--- src/rtl/aes_cmd_xactor_if.sv ---
// Bus bundle between the host command channel, the xactor and the AES core ports.
// The xactor takes the slave modport; the host/core side takes the master modport.
interface aes_cmd_xactor_if #(
  parameter int TAG_W = 4
);
  // host command channel
  logic             cmd_valid;
  logic             cmd_ready;
  logic [1:0]       cmd_op;
  logic [255:0]     cmd_data;
  logic [TAG_W-1:0] cmd_tag;

  // host response channel
  logic             rsp_valid;
  logic             rsp_ready;
  logic [127:0]     rsp_data;
  logic [TAG_W-1:0] rsp_tag;
  logic             rsp_err;

  // AES key-expansion bus
  logic [255:0]     key_out;
  logic [1:0]       key_mode;
  logic             key_start;
  logic             key_ready;

  // AES cipher bus
  logic [127:0]     c_data;
  logic             c_data_valid;
  logic             c_ende;
  logic             c_enable;
  logic             c_ready;
  logic [127:0]     c_odata;
  logic             c_odata_valid;

  modport slave (
    input  cmd_valid, cmd_op, cmd_data, cmd_tag,
    output cmd_ready,
    output rsp_valid, rsp_data, rsp_tag, rsp_err,
    input  rsp_ready,
    output key_out, key_mode, key_start,
    input  key_ready,
    output c_data, c_data_valid, c_ende, c_enable,
    input  c_ready, c_odata, c_odata_valid
  );

  modport master (
    output cmd_valid, cmd_op, cmd_data, cmd_tag,
    input  cmd_ready,
    input  rsp_valid, rsp_data, rsp_tag, rsp_err,
    output rsp_ready,
    input  key_out, key_mode, key_start,
    output key_ready,
    input  c_data, c_data_valid, c_ende, c_enable,
    output c_ready, c_odata, c_odata_valid
  );
endinterface

--- src/rtl/aes_cmd_xactor.sv ---
// Command transactor for the AES core: one command at a time (KEY/ENC/DEC),
// runs the key and cipher bus handshakes and returns one tagged response each.
module aes_cmd_xactor #(
  parameter int         TAG_W    = 4,
  parameter int         TIMEOUT  = 1024,
  parameter logic [1:0] KEY_MODE = 2'b10
) (
  input logic              clk,
  input logic              reset_n,
  aes_cmd_xactor_if.slave  bus
);

  typedef enum logic [1:0] {
    OP_KEY  = 2'b00,
    OP_ENC  = 2'b01,
    OP_DEC  = 2'b10,
    OP_RSVD = 2'b11
  } op_t;

  typedef enum logic [3:0] {
    S_IDLE,
    S_KSTART,
    S_KSKIP,
    S_KWAIT,
    S_CWRDY,
    S_CSEND,
    S_CSKIP,
    S_CWAIT,
    S_RSP
  } state_t;

  localparam int CNT_W = $clog2(TIMEOUT + 1);

  state_t           state;
  state_t           state_next;
  logic             accept;
  logic             tmo_last;
  logic             tmo_hit;
  logic [CNT_W-1:0] tmo_cnt;
  logic             key_loaded;
  op_t              lat_op;
  logic [127:0]     lat_data;

  logic [127:0]     rsp_data_q;
  logic [TAG_W-1:0] rsp_tag_q;
  logic             rsp_err_q;
  logic [255:0]     key_out_q;
  logic [1:0]       key_mode_q;
  logic [127:0]     c_data_q;
  logic             c_ende_q;
  logic             c_enable_q;

  assign accept   = bus.cmd_valid && bus.cmd_ready;
  assign tmo_last = (tmo_cnt == CNT_W'(TIMEOUT - 1));

  // ---------------------------------------------------------------- state register
  // NOTE: every clocked assignment is non-blocking so all flops sample pre-edge values.
  always_ff @(posedge clk or negedge reset_n) begin
    if (!reset_n) state <= S_IDLE;
    else          state <= state_next;
  end

  // ---------------------------------------------------------------- next state
  // NOTE: defaults first so no path through the case leaves a variable unassigned (no latch).
  always_comb begin
    state_next = state;
    tmo_hit    = 1'b0;
    case (state)
      S_IDLE: begin
        if (accept) begin
          case (op_t'(bus.cmd_op))
            OP_KEY:         state_next = S_KSTART;
            OP_ENC, OP_DEC: state_next = key_loaded ? S_CWRDY : S_RSP;
            default:        state_next = S_RSP;
          endcase
        end
      end
      S_KSTART: state_next = S_KSKIP;
      S_KSKIP:  state_next = S_KWAIT;
      S_KWAIT: begin
        if (bus.key_ready) begin
          state_next = S_RSP;
        end else if (tmo_last) begin
          state_next = S_RSP;
          tmo_hit    = 1'b1;
        end
      end
      S_CWRDY: begin
        if (bus.c_ready) begin
          state_next = S_CSEND;
        end else if (tmo_last) begin
          state_next = S_RSP;
          tmo_hit    = 1'b1;
        end
      end
      S_CSEND: state_next = S_CSKIP;
      S_CSKIP: state_next = S_CWAIT;
      S_CWAIT: begin
        if (bus.c_odata_valid) begin
          state_next = S_RSP;
        end else if (tmo_last) begin
          state_next = S_RSP;
          tmo_hit    = 1'b1;
        end
      end
      S_RSP:   if (bus.rsp_ready) state_next = S_IDLE;
      default: state_next = S_IDLE;
    endcase
  end

  // ---------------------------------------------------------------- datapath
  // NOTE: the wide datapath registers are reset too, because every output must read 0 in reset.
  always_ff @(posedge clk or negedge reset_n) begin
    if (!reset_n) begin
      tmo_cnt    <= '0;
      key_loaded <= 1'b0;
      lat_op     <= OP_KEY;
      lat_data   <= '0;
      rsp_data_q <= '0;
      rsp_tag_q  <= '0;
      rsp_err_q  <= 1'b0;
      key_out_q  <= '0;
      key_mode_q <= '0;
      c_data_q   <= '0;
      c_ende_q   <= 1'b0;
      c_enable_q <= 1'b0;
    end else begin
      // Counter restarts on entry to any wait state, otherwise counts cycles spent waiting.
      if ((state_next != state) && (state_next inside {S_KWAIT, S_CWRDY, S_CWAIT}))
        tmo_cnt <= '0;
      else if (state inside {S_KWAIT, S_CWRDY, S_CWAIT})
        tmo_cnt <= tmo_cnt + CNT_W'(1);

      if (accept) begin
        lat_op    <= op_t'(bus.cmd_op);
        lat_data  <= bus.cmd_data[127:0];
        rsp_tag_q <= bus.cmd_tag;
        if (op_t'(bus.cmd_op) == OP_KEY) begin
          key_out_q  <= bus.cmd_data;
          key_mode_q <= KEY_MODE;
        end
      end

      if ((state == S_KWAIT) && bus.key_ready)
        key_loaded <= 1'b1;

      if ((state == S_CWRDY) && (state_next == S_CSEND)) begin
        c_data_q   <= lat_data;
        c_ende_q   <= (lat_op == OP_DEC);
        c_enable_q <= 1'b1;
      end

      // Response payload is fixed on entry to RSP; IDLE->RSP is always a rejected command.
      if ((state != S_RSP) && (state_next == S_RSP)) begin
        rsp_err_q  <= (state == S_IDLE) || tmo_hit;
        rsp_data_q <= ((state == S_CWAIT) && bus.c_odata_valid) ? bus.c_odata : '0;
      end
    end
  end

  // ---------------------------------------------------------------- outputs
  always_comb begin
    bus.cmd_ready    = reset_n && (state == S_IDLE);
    bus.key_start    = (state == S_KSTART);
    bus.c_data_valid = (state == S_CSEND);
    bus.rsp_valid    = (state == S_RSP);
  end

  assign bus.rsp_data = rsp_data_q;
  assign bus.rsp_tag  = rsp_tag_q;
  assign bus.rsp_err  = rsp_err_q;
  assign bus.key_out  = key_out_q;
  assign bus.key_mode = key_mode_q;
  assign bus.c_data   = c_data_q;
  assign bus.c_ende   = c_ende_q;
  assign bus.c_enable = c_enable_q;

  // ---------------------------------------------------------------- protocol properties
  a_key_start_pulse : assert property (@(posedge clk) disable iff (!reset_n)
    bus.key_start |=> !bus.key_start);

  a_c_valid_pulse : assert property (@(posedge clk) disable iff (!reset_n)
    bus.c_data_valid |=> !bus.c_data_valid);

  a_rsp_hold : assert property (@(posedge clk) disable iff (!reset_n)
    (bus.rsp_valid && !bus.rsp_ready) |=>
      (bus.rsp_valid && $stable(bus.rsp_data) && $stable(bus.rsp_tag) && $stable(bus.rsp_err)));

endmodule

--- src/flat_wrapper.sv ---
// flat-port wrapper written by rule: the top's interface ports become plain ports
module aes_cmd_xactor_flat 
#(
  parameter int         TAG_W    = 4,
  parameter int         TIMEOUT  = 1024,
  parameter logic [1:0] KEY_MODE = 2'b10
)
  (clk, reset_n, bus_cmd_valid, bus_cmd_op, bus_cmd_data, bus_cmd_tag, bus_cmd_ready, bus_rsp_valid, bus_rsp_data, bus_rsp_tag, bus_rsp_err, bus_rsp_ready, bus_key_out, bus_key_mode, bus_key_start, bus_key_ready, bus_c_data, bus_c_data_valid, bus_c_ende, bus_c_enable, bus_c_ready, bus_c_odata, bus_c_odata_valid);
  aes_cmd_xactor_if #(.TAG_W(TAG_W)) bus_i ();
  input logic clk;
  input logic reset_n;
  input wire logic [$bits(bus_i.cmd_valid)-1:0] bus_cmd_valid;
  input wire logic [$bits(bus_i.cmd_op)-1:0] bus_cmd_op;
  input wire logic [$bits(bus_i.cmd_data)-1:0] bus_cmd_data;
  input wire logic [$bits(bus_i.cmd_tag)-1:0] bus_cmd_tag;
  output wire logic [$bits(bus_i.cmd_ready)-1:0] bus_cmd_ready;
  output wire logic [$bits(bus_i.rsp_valid)-1:0] bus_rsp_valid;
  output wire logic [$bits(bus_i.rsp_data)-1:0] bus_rsp_data;
  output wire logic [$bits(bus_i.rsp_tag)-1:0] bus_rsp_tag;
  output wire logic [$bits(bus_i.rsp_err)-1:0] bus_rsp_err;
  input wire logic [$bits(bus_i.rsp_ready)-1:0] bus_rsp_ready;
  output wire logic [$bits(bus_i.key_out)-1:0] bus_key_out;
  output wire logic [$bits(bus_i.key_mode)-1:0] bus_key_mode;
  output wire logic [$bits(bus_i.key_start)-1:0] bus_key_start;
  input wire logic [$bits(bus_i.key_ready)-1:0] bus_key_ready;
  output wire logic [$bits(bus_i.c_data)-1:0] bus_c_data;
  output wire logic [$bits(bus_i.c_data_valid)-1:0] bus_c_data_valid;
  output wire logic [$bits(bus_i.c_ende)-1:0] bus_c_ende;
  output wire logic [$bits(bus_i.c_enable)-1:0] bus_c_enable;
  input wire logic [$bits(bus_i.c_ready)-1:0] bus_c_ready;
  input wire logic [$bits(bus_i.c_odata)-1:0] bus_c_odata;
  input wire logic [$bits(bus_i.c_odata_valid)-1:0] bus_c_odata_valid;
  assign bus_i.cmd_valid = bus_cmd_valid;
  assign bus_i.cmd_op = bus_cmd_op;
  assign bus_i.cmd_data = bus_cmd_data;
  assign bus_i.cmd_tag = bus_cmd_tag;
  assign bus_cmd_ready = bus_i.cmd_ready;
  assign bus_rsp_valid = bus_i.rsp_valid;
  assign bus_rsp_data = bus_i.rsp_data;
  assign bus_rsp_tag = bus_i.rsp_tag;
  assign bus_rsp_err = bus_i.rsp_err;
  assign bus_i.rsp_ready = bus_rsp_ready;
  assign bus_key_out = bus_i.key_out;
  assign bus_key_mode = bus_i.key_mode;
  assign bus_key_start = bus_i.key_start;
  assign bus_i.key_ready = bus_key_ready;
  assign bus_c_data = bus_i.c_data;
  assign bus_c_data_valid = bus_i.c_data_valid;
  assign bus_c_ende = bus_i.c_ende;
  assign bus_c_enable = bus_i.c_enable;
  assign bus_i.c_ready = bus_c_ready;
  assign bus_i.c_odata = bus_c_odata;
  assign bus_i.c_odata_valid = bus_c_odata_valid;
  aes_cmd_xactor #(.TAG_W(TAG_W), .TIMEOUT(TIMEOUT), .KEY_MODE(KEY_MODE)) u_core (.clk(clk), .reset_n(reset_n), .bus(bus_i));
endmodule
--- config.mk ---
export PLATFORM = sky130hd
export DESIGN_NAME = aes_cmd_xactor_flat
export DESIGN_NICKNAME = d
export VERILOG_FILES = /design/src/rtl/aes_cmd_xactor_if.sv /design/src/rtl/aes_cmd_xactor.sv /design/src/flat_wrapper.sv
export SDC_FILE = /design/constraint.sdc
export NUM_CORES = 1
export LEC_CHECK = 0
export ABC_AREA = 1
export CAP_MARGIN = 20
export CORE_AREA = 10 10 352 354
export DETAILED_ROUTE_END_ITERATION = 8
export DIE_AREA = 0 0 362 364
export PLACE_DENSITY = 0.46
export SYNTH_ARGS = -nofsm -noshare
export SYNTH_HDL_FRONTEND = slang
export SYNTH_SLANG_ARGS = --single-unit
export TNS_END_PERCENT = 10
--- constraint.sdc ---
create_clock -name clk -period 2.36 [get_ports clk]
set_input_delay 0.354 -clock clk [delete_from_list [all_inputs] [get_ports clk]]
set_output_delay 0.354 -clock clk [all_outputs]
set_load 0.01 [all_outputs]
; Word-level counts from Yosys, hierarchy flattened
; Index checks and enable logic that the tools add are counted.
; W data, S select, Z words.
[classes]
n_mux = 17
n_eq_ne = 19
n_addsub = 1
n_reduce_logical = 15
[ops]
columns = cell, n
row1 = $mux W128, 1
row2 = $pmux W4 S9, 1
row3 = $eq A4 B3 Y1 const B, 7
row4 = $mux W4, 7
row5 = $mux W11, 2
row6 = $eq A4 B2 Y1 const B, 3
row7 = $add A11 B1 Y11 const B, 1
row8 = $eq A11 B10 Y1 const B, 1
row9 = $eq A4 B4 Y1 const B, 2
row10 = $pmux W4 S2, 1
row11 = $logic_and A1 B1 Y1, 7
row12 = $reduce_bool A3 Y1, 2
row13 = $eq A2 B2 Y1 const B, 2
row14 = $eq A4 B1 Y1 const B, 1
row15 = $logic_not A4 Y1, 1
row16 = $mux W1, 4
row17 = $ne A4 B4 Y1, 1
row18 = $ne A4 B4 Y1 const B, 1
row19 = $pmux W1 S3, 1
row20 = $eq A2 B1 Y1 const B, 1
row21 = $logic_not A2 Y1, 1
row22 = $reduce_and A2 Y1, 1
row23 = $reduce_bool A2 Y1, 1
row24 = $reduce_or A2 Y1, 1
row25 = $logic_or A1 B1 Y1, 1
[totals]
word_cells = 65
register_bits = 666
inputBits = 397
out_inout_bits = 525

; Logic depth before layout (Yosys ltp)
; Gate-level depths: netlist (run 1).
[logic_depth]
word_depth = 9
ltp_mapped = 15
ltp_nobuf = 12

; Worst setup path before layout (run 1)
; OpenSTA, ideal clock, no wires.
[synth_timing]
path_type = flip-flop to flip-flop
startpoint = register u_core.state[2]
endpoint = register u_core.tmo_cnt[0]
path_stages_with_launch = 11
synth_period_minus_slack_ps = 1922
t_arrival_ps = 1795
setup_slack_ps = 438
required_time_ps = 2233
n_path_buf = 2
setup_time_ps = 127
cell_sequence = dfrtp_1 -> buf_4 -> nor2_2 -> nand2_1 -> nor2_1 -> nand3_2 -> nand3_1 -> nor2_2 -> a21boi_1 -> buf_2 -> a21oi_2
[synth_via]
elab_chain_cells = 9
elab_cells_between_ends = 27
classes_between = eq/ne: 12 / mux: 8 / reduce/logical: 7
[synth_lines]
columns = item, line
row1 = start: declaration, aes_cmd_xactor.sv:34  ; state_t state;
row2 = start signal: assignment, aes_cmd_xactor.sv:60  ; else state <= state_next;
row3 = $logic_not A4 Y1 *, aes_cmd_xactor.sv:163  ; bus.cmd_ready = reset_n && (state == S_IDLE);
row4 = $logic_and A1 B1 Y1 *, aes_cmd_xactor.sv:163
row5 = via bus_cmd_ready, flat_wrapper.sv:16  ; output wire logic [$bits(bus_i.cmd_ready)-1:0] bus_cmd_ready;
row6 = $logic_and A1 B1 Y1 *, aes_cmd_xactor.sv:53  ; assign accept = bus.cmd_valid && bus.cmd_ready;
row7 = $mux W4 *, aes_cmd_xactor.sv:70  ; if (accept) begin
row8 = $pmux W4 S9 *, aes_cmd_xactor.sv:68  ; case (state)
row9 = $eq A4 B2 Y1 / $eq A4 B3 Y1 (equally long branches), aes_cmd_xactor.sv:129  ; if ((state_next != state) && (state_next inside {S_KWAIT, S_CWRDY, S_CWAIT}))
row10 = $reduce_bool A3 Y1, aes_cmd_xactor.sv:129
row11 = $logic_and A1 B1 Y1 *, aes_cmd_xactor.sv:129
row12 = $mux W11 / $reduce_bool A2 Y1 (equally long branches), -
row13 = end signal: assignment, aes_cmd_xactor.sv:132  ; tmo_cnt <= tmo_cnt + CNT_W'(1);
row14 = end: declaration, aes_cmd_xactor.sv:39  ; logic [CNT_W-1:0] tmo_cnt;
; The timed path passes the listed nets; every way through them passes the cells marked *.
; A chain may end at the register's enable or synchronous reset.

; Worst setup path in the final report (run 1)
[layout_timing]
startpoint = register u_core.state[1]
endpoint = output bus_cmd_ready
[layout_via]
elab_chain_cells = 2
[layout_lines]
columns = item, line
row1 = $logic_not A4 Y1, aes_cmd_xactor.sv:163
row2 = $logic_and A1 B1 Y1, aes_cmd_xactor.sv:163
row3 = end: declaration, flat_wrapper.sv:16
; Every way passes these cells.

==> results of run 1 <==
metrics by stage:
stage               worst slack (ns)  cell area, um2  TNS, ns
detailed placement           -0.2369           36980   -22.36
floorplan                     0.4384           25740        0
global placement             -0.2395           36980   -24.17
CTS                         0.005249           39850        0
global route                 0.01363           39900        0
finish                        0.1528           39910        0
flip-flops by register name (all words and copies together), names as in the netlist:
name	cells
u_core.bus.c_ende	1
u_core.bus.key_mode	1
u_core.bus.rsp_err	1
u_core.bus.key_out	256
u_core.state	4
u_core.bus.rsp_tag	4
u_core.tmo_cnt	11
u_core.bus.c_data	128
u_core.lat_data	128
u_core.bus.c_enable	1
u_core.lat_op	2
u_core.key_loaded	1
u_core.bus.rsp_data	128
placed cells by master (no fill, tap or decap), drive strengths merged, types with 8 or more instances in the layout:
cell / Yosys / layout
clkdlybuf4s50: 0 / 915
nand2: 1078 / 1078
dfrtp: 666 / 666
nand3: 20 / 20
o21ai: 518 / 518
a21oi: 12 / 12
buf: 61 / 68
clkbuf: 98 / 124
clkinv: 1 / 13
inv: 284 / 288
diode: 0 / 8
nor2: 26 / 26
repair_timing:
action	CTS	global route
setup buffers	2	0
pin swaps	1	1
endpoints found under the setup margin	3	70
cloned	0	1
hold buffers	1	0
endpoints found under the hold margin	305	0
resized for setup	10	9
kinds of logic (layout without fill, tap and decap cells):
kind of cell    after synthesis  count (layout)  share of synthesized area [%]
other cells                   1               9                        0.01457
simple gates               1129            1129                          16.97
fa+ha+maj                     3               3                         0.1459
xor+xnor                      8               8                         0.2723
compound gates              535             535                          10.65
mux                           1               1                        0.03890
flops                       666             666                          64.76
buf+inv                     444            1421                          7.147
per-layer routing:
layer / part of all wire, % / GRT usage [%] / vias up
li1: - / - / 10491
met1: 41 / 19.13 / 10210
met2: 47 / 25.89 / 708
met3: 8.6 / 5.970 / 172
met4: 3.2 / 5.724 / 38
met5: 0.25 / 0 / -
cell type report:
type | count | area, um2 | share of cell area, %
inverter | 285 | 1087 | 2.724
sequential | 666 | 16670 | 41.76
clock inverter | 26 | 411.6 | 1.031
multi-input combinational | 1677 | 7282 | 18.25
clock buffer | 123 | 2425 | 6.075
tap | 1536 | 1922 | 4.815
antenna | 8 | 20.02 | 0.05016
timing repair buffer | 987 | 10100 | 25.30
synth_stat cells (4+ instances only):
cell type / n
sky130_fd_sc_hd__nand2_2: 4
sky130_fd_sc_hd__clkbuf_1: 98
sky130_fd_sc_hd__nand3_2: 5
sky130_fd_sc_hd__buf_2: 39
sky130_fd_sc_hd__dfrtp_1: 666
sky130_fd_sc_hd__buf_1: 4
sky130_fd_sc_hd__o21ai_1: 85
sky130_fd_sc_hd__nor2_2: 6
sky130_fd_sc_hd__a21oi_2: 10
sky130_fd_sc_hd__nor2_1: 17
sky130_fd_sc_hd__buf_6: 13
sky130_fd_sc_hd__xor2_1: 5
sky130_fd_sc_hd__o21ai_0: 431
sky130_fd_sc_hd__nand3_1: 15
sky130_fd_sc_hd__buf_4: 4
sky130_fd_sc_hd__nand2_1: 1071
sky130_fd_sc_hd__inv_1: 281
power by group:
group	internal, uW	switching, uW
registers	16700	2630
clock network	7920	5270
logic	10500	11200
total	35100	19100
how the worst max path moves through the flow:
stage | start | to | slack, ns | cells past startpoint
final | u_core.state[1]$_DFF_PN0_ | bus_cmd_ready | 0.15 | 4
after global routing | u_core.state[0]$_DFF_PN0_ | u_core.bus.rsp_data[66]$_DFFE_PN0P_ | 0.01 | 12
after CTS | u_core.state[1]$_DFF_PN0_ | bus_c_data_valid | 0.005 | 5
after detailed placement | bus_cmd_op[0] | u_core.bus.rsp_data[111]$_DFFE_PN0P_ | -0.24 | 12
after global placement | bus_cmd_op[0] | u_core.bus.rsp_data[110]$_DFFE_PN0P_ | -0.24 | 12
after floorplan | u_core.state[2]$_DFF_PN0_ | u_core.tmo_cnt[0]$_DFFE_PN0P_ | 0.44 | 10
==> run metrics, run 1 <==
WP data arrival 1.85 ns; horizontal extent of the die 362 um; half-perimeter wire length after placement 80.63 mm; area added between synthesis and finish 55.08%; min Tclk post-route 2.207 ns; number of clock sinks 666; cell types with the largest area share after synthesis sky130_fd_sc_hd__dfrtp_1 65%, sky130_fd_sc_hd__nand2_1 16%, sky130_fd_sc_hd__o21ai_0 8.4%; Detailed Route WL 108.8 mm; Seq cells post-synth 666; post-DR wirelength/cell 20.50 um; H-tree lvl count 3; Crit Path Class reg -> out; global placement routability congestion 0.8194; number of detailed-route iterations in the first pass 5; buffer and inverter count on the worst path 1; final core utilization 34.07%; top-level port count 922; share of post-route cells with drive strength above 1 6.536%; Req. time, crit path 2.01 ns; first-pass GRT wire length 157.2 mm; aggregate global routing overflow 0; overall power 54,170 uW; vias post-DR 21,619; antenna violations before repair 26; total of endpoints with negative setup slack in the final report 0; DRC violation total after the first TritonRoute iteration 1,365; portion of the post-synthesis area used by sequential elements 64.76%; number of vias per cell 4.073; outcome completed; TritonCTS buffer count 81; type of the worst min-delay path in -> async; CP Capture Type output port; Cell Area, Synth 0.02574 mm2; TritonCTS clock tree yes; count of flip-flops with a built-in enable after synthesis 0; number of placed instances, taps included 5,147; actual slew at the worst max-slew pin 1.034 ns; post-synth top area share 64.76%; post-route clock skew 0.03054 ns; post-synthesis instance total 2,787; final hold viol count 0; number of warnings reported in the yosys synthesis log 0; critical path launch point type flop; max-capacitance violation count 0; effective utilization at floorplan 21.97%; CP max-delay cell sky130_fd_sc_hd__dfrtp_2; average instance area after synthesis 9.234 um2; maximum count of clock buffers along a single path 3; peak clock frequency supported by timing 0.4531 GHz; ratio of total power to cell area 1357 mW/mm2; async set or reset register ratio after synthesis 100.0%; number of global-route vias before repair 22,193; R2R Path Start u_core.state[0]$_DFF_PN0_; total routing usage reported by global routing 15.91%; post-CTS clock slew at the launch and capture registers of the worst setup and hold paths 0.06 ns; buffer cell driving the clock tree root sky130_fd_sc_hd__clkbuf_16; pin count of the biggest net entering global routing 151; fillcell total 12,135; tightest hold margin 0.2062 ns; maximum net fanout on the critical path 6; post-synthesis cell type count 37; cell-by-cell trace of the critical path nor2_4 -> nand2_1 -> nor2_2 -> clkdlybuf4s15_2; final worst path period share 93.52%; Mapped Nets 3,187; cell class contributing the biggest share of worst-path delay simple AND/OR/NAND/NOR gates; Port Buf Inserts 920; logic depth of the worst register-to-register path 12; core region area 0.1171 mm2; post-detailed-route count of antenna-violating nets 0; Leak Pwr 0.01876 uW; Worst R2R End u_core.bus.rsp_data[41]$_DFFE_PN0P_; Slew HR 31.04%; Register-to-Register Setup Slack 0.21 ns; unrepaired setup endpoints after global routing no; Final Max Slew Viols 0; post-layout instance count excluding filler cells 5,308; post-synth top area cell sky130_fd_sc_hd__dfrtp_1; Final #Nets 4,098; number of cell rows 126; die outline height 364 um; die footprint 0.1318 mm2; maximum vdd ir drop 0.5061 mV; DRC violations left 0; Critical Path Max Stage Delay 0.45 ns; Top FF cell, synth sky130_fd_sc_hd__dfrtp_1; source-to-sink clock delay at the later pin of the worst-skew pair 0.65 ns
Note: power is estimated with default switching activity, not from simulation.
==> run 2, diff against run 1 <==
CTS_CLUSTER_SIZE = 10   (was unset)
SKIP_LAST_GASP = 1   (was unset)
==> run metrics, run 2 (synthesis results as in run 1) <==
outcome completed; number of cell rows 126; actual slew at the worst max-slew pin 1.017 ns; share of post-route cells with drive strength above 1 6.055%; Crit Path Class reg -> out; Final #Nets 4,101; max-capacitance violation count 0; horizontal extent of the die 362 um; number of global-route vias before repair 22,250; number of clock sinks 666; CP Capture Type output port; number of vias per cell 4.067; top library cells by usage in the layout, fill and taps aside 1,071 x sky130_fd_sc_hd__nand2_1, 915 x sky130_fd_sc_hd__clkdlybuf4s50_1, 664 x sky130_fd_sc_hd__dfrtp_1; vias post-DR 21,532; first-pass GRT wire length 157.5 mm; die footprint 0.1318 mm2; post-DR wirelength/cell 20.55 um; unrepaired setup endpoints after global routing no; min Tclk post-route 2.221 ns; setup TNS after final layout 0 ns; Net Switching 19,010 uW; maximum net fanout on the critical path 6; Detailed Route WL 108.8 mm; DRC violations left 0; top-level port count 922; total of endpoints with negative setup slack in the final report 0; Port Buf Inserts 920; setup slack after placement -0.2369 ns; aggregate global routing overflow 0; half-perimeter wire length after placement 80.63 mm; final hold viol count 0; Req. time, crit path 2.01 ns; sequential fraction of design power 36.1%; clock power share 23.3%; antenna violations before repair 27; Slew HR 32.18%; Leak Pwr 0.01864 uW; leading cell type in the layout, fill and taps excluded sky130_fd_sc_hd__nand2_1; post-route clock skew 0.02633 ns; final core utilization 33.90%; core region area 0.1171 mm2; post-CTS clock slew at the launch and capture registers of the worst setup and hold paths 0.05 ns; ratio of total power to cell area 1347 mW/mm2; max reg flops 256; maximum count of clock buffers along a single path 3; cell-internal power 34,480 uW; proportion of total power due to net switching 35.54%; die outline height 364 um; peak clock frequency supported by timing 0.4502 GHz; TritonCTS clock tree yes; effective utilization at floorplan 21.97%; TritonCTS buffer count 84; DRC violation total after the first TritonRoute iteration 1,359; critical path launch point type flop; H-tree lvl count 3; overall power 53,490 uW; worst setup margin 0.1387 ns; total routing usage reported by global routing 15.92%; number of detailed-route iterations in the first pass 5; global placement routability congestion 0.8194; area added between synthesis and finish 54.30%; maximum vdd ir drop 0.5760 mV; Final Max Slew Viols 0; post-detailed-route count of antenna-violating nets 0; final worst path period share 94.12%; Combinational Power Share 40.6%; WP data arrival 1.87 ns; source-to-sink clock delay at the later pin of the worst-skew pair 0.66 ns; pin count of the biggest net entering global routing 151; type of the worst min-delay path in -> async; tightest hold margin 0.1901 ns; buffer cell driving the clock tree root sky130_fd_sc_hd__clkbuf_16
==> run 2: cell count changes in the layout (fill, tap and decap cells not counted), moves of 4 or more <==
cell | before | now
sky130_fd_sc_hd__clkbuf_16 | 82 | 86
sky130_fd_sc_hd__bufinv_16 | 7 | 3
sky130_fd_sc_hd__clkbuf_8 | 24 | 10
sky130_fd_sc_hd__clkbuf_1 | 18 | 22
sky130_fd_sc_hd__clkinv_2 | 9 | 5
==> run 2: metal layers <==
metal | global-route usage [%] | up-vias | wire length (um)
li1 | - | 10478 | -
met1 | 19.03 | 10150 | 44430
met2 | 25.96 | 701 | 51200
met3 | 6.034 | 165 | 9488
met4 | 5.813 | 38 | 3407
met5 | 0 | - | 270
==> run 2: worst max-delay path, stage by stage, from the launching register on <==
cell and delay [ns]:
sky130_fd_sc_hd__dfrtp_2 0.45, sky130_fd_sc_hd__nor2_4 0.17, sky130_fd_sc_hd__inv_1 0.05, sky130_fd_sc_hd__nor3_1 0.15, sky130_fd_sc_hd__dlygate4sd2_1 0.39
==> run 2: path summary, 6_finish.rpt <==
path	endpoint	depth (start not counted)	start	slack, ns
hold reg to reg	u_core.bus.c_ende$_DFFE_PN0P_	1	u_core.lat_op[0]$_DFFE_PN0P_	0.46
setup reg to reg	u_core.bus.rsp_data[44]$_DFFE_PN0P_	12	u_core.state[0]$_DFF_PN0_	0.22
hold / removal	u_core.key_loaded$_DFFE_PN0P_	2	reset_n	0.19
min in group clk	u_core.bus.key_out[245]$_DFFE_PN0P_	3	bus_cmd_data[245]	0.22
setup / recovery	bus_rsp_valid	4	u_core.state[1]$_DFF_PN0_	0.14
max in group asynchronous	u_core.bus.rsp_data[79]$_DFFE_PN0P_	4	reset_n	0.53
==> run 2: timing repair <==
action | CTS | global route
hold endpoints to repair | 305 | 0
gates resized for setup | 8 | 11
setup buffers | 2 | 0
pin swaps | 1 | 1
hold buffers | 1 | 0
gates cloned | 0 | 1
endpoints found under the setup margin | 3 | 71
==> run 2: layout make-up <==
class	count	area, um2
fill	12154	77430
sequential	666	16670
timing repair buffer	987	10100
multi-input combinational	1677	7282
clock buffer	117	2347
tap	1536	1922
inverter	285	1087
clock inverter	17	284.0
antenna	9	22.52
==> run 2: metrics by stage <==
step / cells / cell area, um2
after floorplan: 2787 / 25740
after CTS: 5284 / 39640
after global routing: 5288 / 39690
final: 5294 / 39710
after detailed placement: 5147 / 36980
after global placement: 5147 / 36980
==> run 2: power groups by stage <==
stage               Clock, uW  Sequential [uW]  Combinational, uW
floorplan                   0            21100               6440
global placement            0            19400              22000
detailed placement          0            19400              22100
CTS                     13000            19300              22200
global route            13400            20000              23800
finish                  12500            19300              21700
